[src/rtl/hazard_unit_sb.sv]
// Hazard unit for the 5-stage core: MEM/WB forwarding, load-use stall, branch flush,
// MDU register scoreboard with pending-op limit, D-cache freeze and a stall-cycle counter.
module hazard_unit_sb #(
    parameter int REG_ADDR_W  = 5,
    parameter int MAX_PENDING = 4,
    parameter int CNT_W       = 16
) (
    input  logic                             i_clk,
    input  logic                             i_arst,
    input  logic [REG_ADDR_W-1:0]            i_rs1_addr_dec,
    input  logic [REG_ADDR_W-1:0]            i_rs2_addr_dec,
    input  logic [REG_ADDR_W-1:0]            i_rd_addr_dec,
    input  logic                             i_rs1_used_dec,
    input  logic                             i_rs2_used_dec,
    input  logic                             i_reg_we_dec,
    input  logic                             i_mdu_instr_dec,
    input  logic [REG_ADDR_W-1:0]            i_rs1_addr_exec,
    input  logic [REG_ADDR_W-1:0]            i_rs2_addr_exec,
    input  logic [REG_ADDR_W-1:0]            i_rd_addr_exec,
    input  logic                             i_load_instr_exec,
    input  logic                             i_mdu_issue_exec,
    input  logic [REG_ADDR_W-1:0]            i_rd_addr_mem,
    input  logic                             i_reg_we_mem,
    input  logic [REG_ADDR_W-1:0]            i_rd_addr_wb,
    input  logic                             i_reg_we_wb,
    input  logic                             i_pc_src_exec,
    input  logic                             i_mem_stall,
    input  logic                             i_mdu_done,
    input  logic [REG_ADDR_W-1:0]            i_mdu_rd_addr,
    input  logic                             i_cnt_clr,
    output logic                             o_stall_fetch,
    output logic                             o_stall_dec,
    output logic                             o_stall_exec,
    output logic                             o_stall_mem,
    output logic                             o_flush_dec,
    output logic                             o_flush_exec,
    output logic [1:0]                       o_forward_rs1,
    output logic [1:0]                       o_forward_rs2,
    output logic [$clog2(MAX_PENDING+1)-1:0] o_pending_cnt,
    output logic [CNT_W-1:0]                 o_stall_cycles,
    output logic                             o_sb_err
);
    localparam int NREG = 2 ** REG_ADDR_W;
    localparam int PW   = $clog2(MAX_PENDING + 1);
    localparam logic [PW-1:0] MAX_CNT = PW'(MAX_PENDING);

    logic [NREG-1:0]  sb_q, sb_next;
    logic [PW-1:0]    cnt_q, cnt_next;
    logic [CNT_W-1:0] stall_cycles_q;
    logic             err_q, err_set;

    logic done_valid, issue_ev, issue_ok, cnt_full;
    logic rs1_sb, rs2_sb, rd_sb, load_use, raw_sb, waw_sb, full, hazard;

    assign cnt_full   = (cnt_q == MAX_CNT);
    assign done_valid = i_mdu_done & (i_mdu_rd_addr != '0) & sb_q[i_mdu_rd_addr];
    assign issue_ev   = i_mdu_issue_exec & ~i_mem_stall & (i_rd_addr_exec != '0);
    assign issue_ok   = issue_ev & ~cnt_full;

    // A DEC register is busy if an MDU op owns it, or one is issuing to it right now.
    assign rs1_sb = (i_rs1_addr_dec != '0) & (sb_q[i_rs1_addr_dec] |
                    (i_mdu_issue_exec & (i_rs1_addr_dec == i_rd_addr_exec)));
    assign rs2_sb = (i_rs2_addr_dec != '0) & (sb_q[i_rs2_addr_dec] |
                    (i_mdu_issue_exec & (i_rs2_addr_dec == i_rd_addr_exec)));
    assign rd_sb  = (i_rd_addr_dec != '0) & (sb_q[i_rd_addr_dec] |
                    (i_mdu_issue_exec & (i_rd_addr_dec == i_rd_addr_exec)));

    assign load_use = i_load_instr_exec & (i_rd_addr_exec != '0) &
                      ((i_rs1_used_dec & (i_rs1_addr_dec == i_rd_addr_exec)) |
                       (i_rs2_used_dec & (i_rs2_addr_dec == i_rd_addr_exec)));
    assign raw_sb   = (i_rs1_used_dec & rs1_sb) | (i_rs2_used_dec & rs2_sb);
    assign waw_sb   = i_reg_we_dec & rd_sb;
    assign full     = i_mdu_instr_dec & cnt_full & ~(i_mdu_done & done_valid);
    assign hazard   = load_use | raw_sb | waw_sb | full;

    always_comb begin
        o_forward_rs1 = 2'b00;
        o_forward_rs2 = 2'b00;
        if (i_reg_we_mem && i_rd_addr_mem == i_rs1_addr_exec && i_rd_addr_mem != '0)
            o_forward_rs1 = 2'b10;
        else if (i_reg_we_wb && i_rd_addr_wb == i_rs1_addr_exec && i_rd_addr_wb != '0)
            o_forward_rs1 = 2'b01;
        if (i_reg_we_mem && i_rd_addr_mem == i_rs2_addr_exec && i_rd_addr_mem != '0)
            o_forward_rs2 = 2'b10;
        else if (i_reg_we_wb && i_rd_addr_wb == i_rs2_addr_exec && i_rd_addr_wb != '0)
            o_forward_rs2 = 2'b01;
    end

    // Freeze beats branch, branch beats hazard.
    always_comb begin
        o_stall_fetch = 1'b0;
        o_stall_dec   = 1'b0;
        o_stall_exec  = 1'b0;
        o_stall_mem   = 1'b0;
        o_flush_dec   = 1'b0;
        o_flush_exec  = 1'b0;
        if (i_mem_stall) begin
            o_stall_fetch = 1'b1;
            o_stall_dec   = 1'b1;
            o_stall_exec  = 1'b1;
            o_stall_mem   = 1'b1;
        end else if (i_pc_src_exec) begin
            o_flush_dec  = 1'b1;
            o_flush_exec = 1'b1;
        end else if (hazard) begin
            o_stall_fetch = 1'b1;
            o_stall_dec   = 1'b1;
            o_flush_exec  = 1'b1;
        end
    end

    // Done is applied before issue so a same-register issue/done pair leaves the bit set.
    always_comb begin
        sb_next  = sb_q;
        cnt_next = cnt_q;
        err_set  = (i_mdu_done & ~done_valid) | (issue_ev & cnt_full);
        if (done_valid) sb_next[i_mdu_rd_addr] = 1'b0;
        if (issue_ok)   sb_next[i_rd_addr_exec] = 1'b1;
        case ({issue_ok, done_valid})
            2'b10:   cnt_next = cnt_q + PW'(1);
            2'b01:   cnt_next = cnt_q - PW'(1);
            default: cnt_next = cnt_q;
        endcase
    end

    always_ff @(posedge i_clk) begin
        if (i_arst) begin
            sb_q           <= '0;
            cnt_q          <= '0;
            stall_cycles_q <= '0;
            err_q          <= 1'b0;
        end else begin
            sb_q  <= sb_next;
            cnt_q <= cnt_next;
            if (err_set) err_q <= 1'b1;
            if (i_cnt_clr)
                stall_cycles_q <= '0;
            else if (o_stall_dec && !(&stall_cycles_q))
                stall_cycles_q <= stall_cycles_q + CNT_W'(1);
        end
    end

    assign o_pending_cnt  = cnt_q;
    assign o_stall_cycles = stall_cycles_q;
    assign o_sb_err       = err_q;
endmodule

[config.mk]
export PLATFORM = sky130hd
export DESIGN_NAME = hazard_unit_sb
export DESIGN_NICKNAME = d
export VERILOG_FILES = /design/src/rtl/hazard_unit_sb.sv
export SDC_FILE = /design/constraint.sdc
export NUM_CORES = 1
export LEC_CHECK = 0
export CORE_MARGIN = 2
export CORE_UTILIZATION = 35
export CTS_BUF_LIST = sky130_fd_sc_hd__clkbuf_8
export DETAILED_ROUTE_END_ITERATION = 16
export GPL_TIMING_DRIVEN = 0
export PLACE_DENSITY_LB_ADDON = 0.1
export SYNTH_ARGS = -nofsm -noshare
export SYNTH_HDL_FRONTEND = slang
export SYNTH_SLANG_ARGS = --single-unit
[constraint.sdc]
create_clock -name i_clk -period 4.2 [get_ports i_clk]
set_input_delay 0.63 -clock i_clk [delete_from_list [all_inputs] [get_ports i_clk]]
set_output_delay 0.63 -clock i_clk [all_outputs]
set_load 0.05 [all_outputs]
# After elaboration in Yosys (flattened, before gate mapping)

Cells that the tools add are included.

Flip-flop bits (word level): 52

$add $sub $neg: 3
$lt $le $gt $ge: 7
Eq/ne operators: 10
Mux-type cells: 27
Bitwise gates (word level): 39
Reductions and logical operators: 22

Operators with widths:

| cell                  | count |
|---|---|
| $mux 32               | 2 |
| $eq 5x5->1            | 7 |
| $reduce_bool 5->1     | 7 |
| $and 32x32->32        | 1 |
| $not 32->32           | 1 |
| $or 32x32->32         | 1 |
| $lt 5x6->1 const B    | 5 |
| $and 1x1->1           | 23 |
| $bmux 1 s5            | 4 |
| $add 16x1->16 const B | 1 |
| $mux 1                | 16 |
| $reduce_and 16->1     | 1 |
| $logic_and 1x1->1     | 11 |
| $demux 1 s5           | 2 |
| $ge 5x1->1 const B    | 2 |
| $or 1x1->1            | 9 |
| $pmux 3 s2            | 1 |
| $mux 2                | 2 |
| $not 1->1             | 4 |
| $add 3x1->3 const B   | 1 |
| $eq 3x3->1 const B    | 1 |
| $sub 3x1->3 const B   | 1 |
| $eq 2x1->1 const B    | 1 |
| $eq 2x2->1 const B    | 1 |
| 3 further kinds       | 3 |

# Logic depth before layout (Yosys ltp)

Word-level depth: 13
Mapped depth: 14
Depth with buffers taken out: 12

# Least setup slack after synthesis

OpenSTA, ideal clock, no wires.

Kind: in2out
Start: in i_rd_addr_dec[0]
End: out o_stall_fetch
Arrival time: 3.439 ns
Slack: 0.131 ns
Stages: 10
Cell sequence: mux4_1 > mux2i_1 > nor4b_1 > or4_1 > a2111o_1 > o41ai_4 > buf_6 > buf_12 > inv_1 > buf_4

Cells in the longest elaborated chain, start to end: 10

RTL lines:

| item                                                        | line   | text |
|---|---|---|
| start: declaration                                          | 12     | `input logic [REG_ADDR_W-1:0] i_rd_addr_dec,` |
| $bmux 1 s5 or $eq 5x5->1 (tied branches)                    | 65, 66 |  |
| $mux 1 (not written as such) or $and 1x1->1 (tied branches) | 65, 66 |  |
| $or 1x1->1                                                  | 65     | `assign rd_sb = (i_rd_addr_dec != '0) & (sb_q[i_rd_addr_dec] \|` |
| $and 1x1->1 *                                               | 65     |  |
| $and 1x1->1 *                                               | 72     | `assign waw_sb = i_reg_we_dec & rd_sb;` |
| $or 1x1->1 * (2 in series)                                  | 74     | `assign hazard = load_use \| raw_sb \| waw_sb \| full;` |
| $mux 1 * (3 in series)                                      | n/a    |  |
| end: declaration                                            | 31     | `output logic o_stall_fetch,` |

Mark *: on every way between the ends. The rest lies on a longest branch, timed or not. The select of a mux whose other input is x is not followed.

# Worst setup path after layout

Start: in i_rd_addr_dec[1]
End: out o_stall_fetch

Cells in the longest elaborated chain, start to end: 10

RTL lines:

| item                                                        | line   | text |
|---|---|---|
| $bmux 1 s5 or $eq 5x5->1 (tied branches)                    | 65, 66 |  |
| $mux 1 (not written as such) or $and 1x1->1 (tied branches) | 65, 66 |  |
| $or 1x1->1                                                  | 65     |  |
| $and 1x1->1 *                                               | 65     |  |
| $and 1x1->1 *                                               | 72     |  |
| $or 1x1->1 * (2 in series)                                  | 74     |  |
| $mux 1 *                                                    | 105    | `end else if (hazard) begin` |
| $mux 1 *                                                    | 102    | `end else if (i_pc_src_exec) begin` |
| $mux 1 *                                                    | 97     | `if (i_mem_stall) begin` |

Marked as above.

==> run summary <==
CTS H-tree lvls: 2
clock skew: 0.0132 ns
vias in the first global route: 4283
cell area after layout: 0.00540 sq mm
Routed wire per std cell: 19.9 um
pin count of the biggest net entering global routing: 17
worst r2r dst: o_stall_cycles[12]
ANT nets after route: 0
clock insertion delay at the later pin of the skew report: 0.31 ns
RSZ-0062 raised after global routing: yes
nets: 664
Post-Syn Nets: 565
setup TNS: 0 ns
Max Slew Vio Count: 0
Hold Path Depth: 2
status: finished clean
WP data arrival: 3.49 ns
# port buffers: 82
initial drt markers: 307
clock period minus worst slack: 4.12 ns
Pre-antenna DRT Iters: 5
critical path's most frequent cell: buf_6
CP endpoint kind: primary output
WP data required: 3.57 ns
MaxCap Viol Count: 0
first-pass GRT wire length: 23400 um
DP Area: 0.00521 sq mm
Synth Area per Inst: 8.36 sq um
Reg clk slew, reported paths: 0.09 ns
GP Congestion: 0.904
synthesized area: 0.00421 sq mm
Yosys reg bits: 52
clk root buf: clkbuf_8
Final setup viols: 0
Tot GR Track Use: 0.232
via-per-instance ratio: 5.95
DRC: 0
ANT cells: 0
Clock Sink Count: 52
Slew @ Worst Pin: 0.774 ns
Initial Util: 0.355
Fin. Hold Viols: 0
CP Class: in2out
prevailing post-synth register cell: dfxtp_1
area grow syn2layout: 28.3%
FFs w/ async S/R, synth: 0
row count: 40
setup ws final: 0.0847 ns
Max Clk Rate: 243 MHz
layout cells sized above 1: 0.139
HP Start: o_sb_err
TritonCTS buffer count: 5
Clock Path Buffers: 2
number of synthesized flops with an enable pin: 0
DIE AREA: 0.0129 sq mm
Post-Synthesis Cells: 503
Top-Level Pins: 89
delay-heaviest family, CP: compound AO/OA/AOI/OAI gates
Non-Filler Instances: 750
Critical path buffers and inverters: 5
initial antenna violation count: 0
Yosys warning count: 0
critical path, cell by cell: clkdlybuf4s15_1 > mux4_2 > nor2b_1 > nor4_1 > or4_1 > a2111o_1 > o41ai_4 > buf_6 > inv_1 > buf_4 > buf_6
Relative slew margins: 0.477
die height: 114 um
WP depth: 11
LEAKAGE: 1.86 nW
worst-case reg-to-reg path depth: 10
Final period util: 0.980
DP HPWL: 11200 um
type of origin of the critical path: input port
Die W: 114 um
Hold EP: o_sb_err
CP max stage delay: 0.56 ns
reg-to-reg startpoint: sb_q[15]
crit path max fanout: 7
post-layout util: 0.455
Slowest-stage cell, CP: or4_1
Max IR drop VDD: 0.143 mV
worst slack, placed: -1.21 ns
Pwr Density: 212 mW/mm^2
Core ar.: 0.0119 sq mm
CTS tree: built
fillers: 1236
Yosys cell types: 60
total number of vias: 4460
Cells after DPL: 732
Seq/Total Area, Yosys: 0.248
grt total ovfl: 0
R2R Setup Slk: 0.86 ns
final wirelength: 14900 um
Hold Crit Class: reg2reg
==> how the worst max path moves through the flow <==
stage,startpoint,to,slack [ns]
2_1_floorplan,i_rd_addr_dec[0],o_stall_fetch,0.13
3_3_place_gp,i_rs1_addr_dec[0],o_stall_fetch,-1.16
3_5_place_dp,i_rd_addr_dec[0],o_stall_fetch,-1.21
4_1_cts,i_rd_addr_dec[0],o_stall_fetch,0.02
5_1_grt,i_rd_addr_dec[0],o_stall_fetch,-0.02
6_report,i_rd_addr_dec[1],o_stall_fetch,0.08
==> per-stage QoR <==
step	hold slack, ns	power [mW]
finish	0.504	1.14
global route	0.530	1.21
CTS	0.506	1.15
detailed placement	0.476	0.850
global placement	0.478	0.847
floorplan	0.475	0.711
==> cell families (layout without fill, tap and decap cells) <==
logic type      after synthesis  in the layout  synth area share
compound gates              130            130             0.194
fa+ha+maj                     3              3            0.0107
buf+inv                      46            146            0.0527
flops                        52             52             0.248
simple gates                188            188             0.247
xor+xnor                     37             37            0.0771
mux                          47             47             0.171
==> report_power, final <==
group | leakage, nW | switching [mW] | internal [mW]
combinational | 1.39 | 0.197 | 0.150
clock | 0.0455 | 0.172 | 0.117
sequential | 0.420 | 0.00813 | 0.499
==> sequential cells by signal, summed over array words and instances (netlist names) <==
register,cells
o_pending_cnt,3
o_sb_err,1
o_stall_cycles,16
sb_q,32
==> per-layer routing <==
layer	up-vias	wire [um]	track usage
met1	2145	6860	0.317
met5	-	0	0
met4	0	488	0.0927
met3	32	863	0.0298
li1	2095	-	-
met2	188	6700	0.372
==> what timing repair did <==
item                                    4_1_cts  5_1_grt
pin swaps                                     5        3
buffers inserted                              4        7
hold endpoints to repair                      0        0
hold buffers                                  0        0
endpoints found under the setup margin        3        3
gates resized for setup                      43       11
==> tightest hold or removal path: cells and delay by family, from the launching register on <==
family / cells / cell delay [ns]
compound gates: 1 / 0.05
flops: 1 / 0.35
simple gates: 1 / 0.07
==> synth_stat cells (2+ instances only) <==
master | count | area, sq um
buf_4 | 4 | 30.0
or2_2 | 2 | 12.5
o41ai_1 | 2 | 17.5
xor2_1 | 20 | 175
nand3_1 | 34 | 170
mux4_2 | 17 | 383
nor3_1 | 10 | 50.1
nor2_1 | 19 | 71.3
nand2_1 | 36 | 135
and3_1 | 7 | 43.8
xnor2_1 | 17 | 149
a22oi_1 | 2 | 15.0
o211ai_1 | 6 | 45.0
mux2_2 | 4 | 45.0
o31a_1 | 3 | 26.3
nor4_1 | 10 | 62.6
o21ai_2 | 4 | 35.0
o22ai_1 | 4 | 25.0
nor4b_1 | 5 | 43.8
nand3b_1 | 5 | 37.5
o21a_1 | 3 | 22.5
a21oi_1 | 43 | 215
or3b_2 | 2 | 17.5
or4_1 | 10 | 75.1
nor2b_1 | 11 | 68.8
mux2i_1 | 24 | 240
o21ai_0 | 41 | 205
or3_1 | 11 | 68.8
a311oi_1 | 2 | 17.5
clkbuf_1 | 17 | 63.8
buf_2 | 8 | 40.0
nand4_1 | 13 | 81.3
nor3b_1 | 3 | 22.5
buf_1 | 5 | 18.8
a2111oi_0 | 2 | 17.5
ha_1 | 2 | 25.0
o31ai_1 | 4 | 30.0
nand2b_1 | 4 | 25.0
mux4_1 | 2 | 52.6
dfxtp_1 | 52 | 1040
inv_1 | 10 | 37.5
and3b_1 | 2 | 17.5
a21oi_2 | 4 | 35.0
==> cells in the final DEF (no fill, tap or decap), drive strengths merged, types with 20 or more instances in the layout <==
cell,netlist,routed
clkbuf,17,23
clkdlybuf4s50,0,68
mux2i,24,24
o21ai,46,46
nand3,34,34
nand2,36,36
xor2,20,20
buf,19,31
dfxtp,52,52
a21oi,47,47
==> layout make-up <==
cell class	count	area (sq um)	area share
multi-input cells	405	2950	0.547
flip-flops and latches	52	1040	0.193
repair buffers	93	895	0.166
plain buffers	35	198	0.0366
well taps	147	184	0.0341
clock buffers	5	68.8	0.0128
inverters	10	37.5	0.00696
clock inverters	3	20.0	0.00371
No activity file was read; power rests on OpenSTA's default activity.
